**src/rtl/display_scan_ctrl.sv**
```systemverilog
// Four-digit display scan controller: prescaled digit select, anode dead time and frame-synchronised display commit.
// Optional define LEADING_ZERO_BLANK_EN blanks leading-zero digits 3..1 during their lit slot.
module display_scan_ctrl #(
    parameter int PRESCALE    = 50000,
    parameter int DEAD_CYCLES = 16,
    parameter int CNT_W       = 16
) (
    input  logic        clk_i,
    input  logic        rst_i,
    input  logic        en_i,
    input  logic        load_i,
    input  logic [15:0] din_i,
    output logic [1:0]  sel_o,
    output logic [15:0] disp_o,
    output logic [3:0]  digit_n_o,
    output logic        frame_tick_o,
    output logic        busy_o
);

    // state   | meaning
    // ST_SHOW | anode of digit sel lit for PRESCALE cycles
    // ST_DEAD | all anodes off for DEAD_CYCLES cycles while the mux settles on the new sel
    localparam logic [0:0] ST_SHOW = 1'b0;
    localparam logic [0:0] ST_DEAD = 1'b1;

    localparam logic             HAS_DEAD  = (DEAD_CYCLES > 0);
    localparam logic [CNT_W-1:0] SHOW_LAST = CNT_W'(PRESCALE - 1);
    localparam logic [CNT_W-1:0] DEAD_LAST = CNT_W'((DEAD_CYCLES > 0) ? DEAD_CYCLES - 1 : 0);
    localparam logic [CNT_W-1:0] CNT_ONE   = CNT_W'(1);

    logic [0:0]       state_q,   state_d;
    logic [CNT_W-1:0] cnt_q,     cnt_d;
    logic [1:0]       sel_q,     sel_d;
    logic [3:0]       digit_n_q, digit_n_d;
    logic [15:0]      disp_q,    disp_d;
    logic [15:0]      pending_q, pending_d;
    logic             busy_q,    busy_d;
    logic             ft_q,      ft_d;
    logic             commit;
    logic [3:0]       blank_mask;

    always_comb begin
        state_d   = state_q;
        cnt_d     = cnt_q;
        sel_d     = sel_q;
        disp_d    = disp_q;
        pending_d = pending_q;
        busy_d    = busy_q;
        commit    = 1'b0;

        if (en_i) begin
            case (state_q)
                ST_SHOW: begin
                    if (cnt_q == SHOW_LAST) begin
                        cnt_d   = '0;
                        sel_d   = sel_q + 2'd1;
                        commit  = (sel_q == 2'd3);
                        state_d = HAS_DEAD ? ST_DEAD : ST_SHOW;
                    end else begin
                        cnt_d = cnt_q + CNT_ONE;
                    end
                end
                ST_DEAD: begin
                    if (cnt_q == DEAD_LAST) begin
                        cnt_d   = '0;
                        state_d = ST_SHOW;
                    end else begin
                        cnt_d = cnt_q + CNT_ONE;
                    end
                end
                default: begin
                    cnt_d   = '0;
                    state_d = ST_SHOW;
                end
            endcase
        end

        ft_d = commit;

        // Commit uses the pending value as it stood before this edge, so a coincident load waits a frame.
        if (commit && busy_q) begin
            disp_d = pending_q;
            busy_d = 1'b0;
        end
        if (load_i) begin
            pending_d = din_i;
            busy_d    = 1'b1;
        end
    end

`ifdef LEADING_ZERO_BLANK_EN
    assign blank_mask = {~|disp_d[15:12], ~|disp_d[15:8], ~|disp_d[15:4], 1'b0};
`else
    assign blank_mask = 4'b0000;
`endif

    // Anodes are computed from next-state values so they stay registered yet aligned with sel.
    always_comb begin
        digit_n_d = digit_n_q;
        if (en_i) begin
            if (state_d == ST_SHOW) begin
                digit_n_d = ~(4'b0001 << sel_d) | blank_mask;
            end else begin
                digit_n_d = 4'b1111;
            end
        end
    end

    always_ff @(posedge clk_i) begin
        if (rst_i) begin
            state_q   <= ST_SHOW;
            cnt_q     <= '0;
            sel_q     <= 2'd0;
            digit_n_q <= 4'b1110;
            disp_q    <= 16'h0000;
            pending_q <= 16'h0000;
            busy_q    <= 1'b0;
            ft_q      <= 1'b0;
        end else begin
            state_q   <= state_d;
            cnt_q     <= cnt_d;
            sel_q     <= sel_d;
            digit_n_q <= digit_n_d;
            disp_q    <= disp_d;
            pending_q <= pending_d;
            busy_q    <= busy_d;
            ft_q      <= ft_d;
        end
    end

    assign sel_o        = sel_q;
    assign disp_o       = disp_q;
    assign digit_n_o    = digit_n_q;
    assign frame_tick_o = ft_q;
    assign busy_o       = busy_q;

endmodule

```
**config.mk**
```make
export PLATFORM = sky130hd
export DESIGN_NAME = display_scan_ctrl
export DESIGN_NICKNAME = d
export VERILOG_FILES = /design/src/rtl/display_scan_ctrl.sv
export SDC_FILE = /design/constraint.sdc
export NUM_CORES = 1
export LEC_CHECK = 0
export ABC_CLOCK_PERIOD_IN_PS = 2100
export CORE_UTILIZATION = 45
export CTS_CLUSTER_SIZE = 12
export DETAILED_ROUTE_END_ITERATION = 16
export PLACE_DENSITY_LB_ADDON = 0.25
export SLEW_MARGIN = 20
export SYNTH_ARGS = -nofsm -noshare
export SYNTH_HDL_FRONTEND = slang
export SYNTH_SLANG_ARGS = --single-unit
```
**constraint.sdc**
```tcl
create_clock -name clk_i -period 2.1 [get_ports clk_i]
set_clock_uncertainty 0.05 [all_clocks]
set_input_delay 0.63 -clock clk_i [delete_from_list [all_inputs] [get_ports clk_i]]
set_output_delay 0.63 -clock clk_i [all_outputs]
set_load 0.1 [all_outputs]
```
Word level (Yosys, flattened, before mapping). Index checks and enable logic that the tools add are counted.

Flip-flop bits (word level): 57. Output and inout port bits: 24.

Add/sub/neg operators: 2. Equal/unequal tests: 3. Shifts and indexed selects: 1. Muxes and demuxes: 16. Bitwise logic cells: 2. Reduce and logical (&&, ||, !) cells: 2.

Operator list (number): $mux W16 (2); $pmux W16 S2 (1); $add A16 B1 Y16 const B (1); $eq A16 B16 Y1 const B (1); $eq A16 B4 Y1 const B (1); $mux W1 (8); $mux W2 (3); $mux W4 (1); $not A4 Y4 (1); $shl A1 B2 Y4 const A (1); $add A2 B1 Y2 const B (1); $eq A2 B2 Y1 const B (1); $pmux W1 S2 (1); $reduce_bool A2 Y1 (1); $logic_and A1 B1 Y1 (1); $not A1 Y1 (1).

Logic depth before layout (Yosys ltp).
Depth after elaboration: 7. Depth in mapped cells: 7. Mapped depth without buffers: 6.

Worst setup path before layout. Ideal clock, no wire load.

Kind: reg-to-reg. Start point: reg sel_q[0], in the netlist sel_o[0]. End point: reg disp_q[6], in the netlist disp_o[6]. Setup time: 0.128 ns. Arrival: 1.996 ns. Slack: -0.073 ns. Cell stages (with the launch flop): 6. Path buffers: 1. Clock period less this slack: 2.173 ns. Path through: dfxtp_1 > ha_1 > nand4_4 > buf_6 > mux2i_1 > nor2_1.

Cells in the longest elaborated chain, start to end: 5.

Ends and longest elaborated chain: start: declaration (line 33) `logic [1:0] sel_q, sel_d;`; start signal: assignment (line 122) `sel_q <= sel_d;`; $eq A2 B2 Y1 (line 57) `commit = (sel_q == 2'd3);`; $mux W1 (line 54) `if (cnt_q == SHOW_LAST) begin`; $mux W1 (line 52) `case (state_q)`; $mux W1 (line 51) `if (en_i) begin`; $logic_and A1 B1 Y1 (line 81) `if (commit && busy_q) begin`; end signal: assignment (line 124) `disp_q <= disp_d;`; end: declaration (line 35) `logic [15:0] disp_q, disp_d;`.

Every way passes these cells. A chain may end at the register's enable or synchronous reset.

Worst setup path in the final report.
Start point: in en_i. End point: reg digit_n_q[1], in the netlist digit_n_o[1].

Cells in the longest elaborated chain, start to end: 4. Elaborated cells on any way between the ends: 5.

Ends and longest elaborated chain: start: declaration (line 10) `input logic en_i,`; $mux W2 (line 51); $shl A1 B2 Y4 (line 102) `digit_n_d = ~(4'b0001 << sel_d) | blank_mask;`; $not A4 Y4 (line 102); $mux W4 (line 101) `if (state_d == ST_SHOW) begin`; end signal: assignment (line 123) `digit_n_q <= digit_n_d;`; end: declaration (line 34) `logic [3:0] digit_n_q, digit_n_d;`.

Several ways; a longest one is shown, not always the timed one.

==> results.md <==
* Outcome: completed
* # IOs at 44
* Worst path max stage delay at roughly 0.48 ns
* Pwr/cell area at approximately 720 nW/um^2
* Worst-Skew Late Latency at around 0.33 ns
* Initial DRC count at between 100 and 150
* Sequential share of the synthesized area at about 52%
* Wire length of the first global-routing pass at approximately 7 mm
* # DRC at 0
* Horiz. Die Dim at just over 70 um
* Sw Pwr at between 500 and 600 uW
* Final period util at between 90% and 100%
* Crit-path max FO at 5
* Least-Margin Pin Slew at approximately 0.38 ns
* Net Sw Frac at 21.6%
* # hold bufs at CTS at 0
* Worst-path clk slew at around 0.070 ns
* Syn Area/Cell at 9.92 um^2
* I/O Buffers at 43
* Post-route ant nets at 0
* Max Clock Freq at roughly 500 MHz
* Largest net degree at the start of global routing at 22
* Clock sinks at 57
* Final hold slack at 0.437 ns
* TritonCTS Buffers at 9
* Design Area, Final at 3250 um^2
* Crit-path slowest cell: clkdlybuf4s50_1
* FF-to-FF End: digit_n_o[1]
* Worst r2r src: cnt_q[10]
* H-Tree Level Count at 3
* Internal power at ~1.8 mW
* Worst Path Arrival at around 2.2 ns
* Die H at around 70 um
* Distinct cells, synth at 28
* Layout Cells excl Fill at roughly 340
* Yosys top cell by area: dfxtp_1
* Hold Fails Final Rpt at 0
* Seq cells post-synth at 57
* Total power at between 2 and 2.5 mW
* R2r setup slk at between 0.15 and 0.2 ns
* Hold Path Class: reg -> reg
* CP Cell Sequence: clkdlybuf4s50_1, nand4_1, nor3_4, and2_1, a21oi_1, buf_4, a41oi_1
* Post-Syn Nets at ~240
* Final Util at between 60% and 70%
* DP Area at 3030 um^2
* Placed insts at approximately 320
* Max-slew violation count at 0
* YS warnings at 0
* CTS Buffer Depth at 2
* Worst Setup Start Kind: primary input
* Starting density of the core at between 40% and 50%
* Sequential Power Share at a little under half
* Worst reg2reg path depth at 6
* Critical Path RT at 2.29 ns
* # nets final at 302
* Vias in the first global route at between 1000 and 1500
* Top cell type's share of synthesized area at around 52%
* Gp weighted congestion at ~0.73
* Crit path kind: in -> reg
* Postcts setup bufs at 0
* Clock share of power at 46.1%
* CTS root buf: clkbuf_8
* Worst VDD drop at 521 uV
* FILL cells at 333
* Cell row count at 25
* Core Area at 4690 um^2
* Endpoints failing setup at 0
* Final min period at about 2.0 ns
* CP Capture Type: register
* CTS tree: yes
* Max cap viols at 0
* HP Start: pending_q[10]
* Worst slew margin at between 70% and 80%
* Ant diodes at 0
* Hold Path Sink: disp_o[10]
* Mapped Area at 2190 um^2
* DR vias at between 1500 and 2000
* WL final at 4.29 mm
* Post-CTS sizing at 0
* Initial antenna violation count at 0
* Grt total ovfl at 0
* Comb pwr share at a little over 6%
* Ratio of cells with drive above 1 in the final layout at about a fifth
* Synth-to-Final Area Change at 48.1%
* Tot GR Track Use at between 10% and 20%
* Syn Inst Count at about 220
* Leak Pwr at 1.45 nW
* Vias/cell at slightly above 5
* Dpl hpwl at a little under 3 mm
* Synth top area cells: dfxtp_1, mux2i_1, nor2_1
* Drt pass-1 iters at 4
* Die area at 5160 um^2
* Wire per inst at approximately 13 um
* Worst hold stages at 2
sequential cells by signal, summed over array words and instances, names as in the netlist:
name / flops
digit_n_o: 4
frame_tick_o: 1
disp_o: 16
sel_o: 2
cnt_q: 16
busy_o: 1
pending_q: 16
state_q: 1
area by class of cell:
class,count,area (um^2),area share (%)
clock inverters,6,82.6,2.54
repair buffers,58,821,25.3
multi-input cells,152,998,30.7
flip-flops and latches,57,1140,35.2
inverters,2,7.51,0.231
clock buffers,10,128,3.93
well taps,54,67.6,2.08
cells in the final DEF (no fill, tap or decap), types with 3 or more instances in the layout:
master and n:
nor2_1 60, dfxtp_1 55, mux2i_1 34, buf_12 27
clkdlybuf4s50_1 19, buf_4 12, clkbuf_8 9, xnor2_1 8
xor2_1 8, nand2_1 7, nand4_1 6, nor3_1 5
and3_1 4, a41oi_1 3, clkinv_2 3
synth_stat cells, drive strengths merged:
cell type	number
a21o	2
a21oi	2
a31oi	1
a41oi	3
and2	1
and3	4
buf	2
clkbuf	8
dfxtp	57
ha	2
inv	2
mux2i	34
nand2	7
nand3	1
nand4	7
nand4b	1
nor2	60
nor2b	1
nor3	6
o21bai	1
or3	1
or4	2
xnor2	8
xor2	8
worst max-delay path by stage:
| stage | startpoint | to | slack (ns) | depth (start not counted) |
|---|---|---|---|---|
| floorplan | en_i | disp_o[6] | 0.11 | 6 |
| global placement | en_i | digit_n_o[3] | -0.21 | 7 |
| detailed placement | en_i | digit_n_o[1] | -0.24 | 7 |
| CTS | en_i | digit_n_o[1] | 0.08 | 7 |
| global route | en_i | digit_n_o[1] | -0.009 | 7 |
| finish | en_i | digit_n_o[1] | 0.10 | 7 |
worst max-delay path, delay by kind of cell:
family	cells	cell delay [ns]
simple gates	3	0.68
compound gates	2	0.25
buf+inv	2	0.63
power groups by stage:
stage	Sequential, mW	Combinational (mW)	Clock, mW
after floorplan	1.16	0.0625	0
after global placement	1.14	0.144	0
after detailed placement	1.15	0.147	0
after CTS	1.12	0.148	1.11
after global routing	1.12	0.158	1.17
final	1.12	0.146	1.08
logic make-up after synthesis:
logic type	Yosys count	share of synthesized area, %
compound gates	9	2.97
xor+xnor	16	6.39
fa+ha+maj	2	1.14
buf+inv	12	2.45
flops	57	52.0
mux	34	15.5
simple gates	91	19.5
per-stage QoR:
step / worst slack [ns] / setup TNS (ns)
final: 0.101 / 0
after global routing: -0.00863 / -0.00863
after CTS: 0.0805 / 0
after detailed placement: -0.241 / -5.79
after global placement: -0.206 / -4.87
after floorplan: 0.110 / 0
layer usage:
layer  GRT usage, %  routed length, um  up-vias
met2           26.1               2000       41
met4           8.50                 59        0
li1               -                  -      867
met3           6.89                208        6
met5              0                  0        -
met1           24.2               2020      793
(Power assumes the default switching activity.)
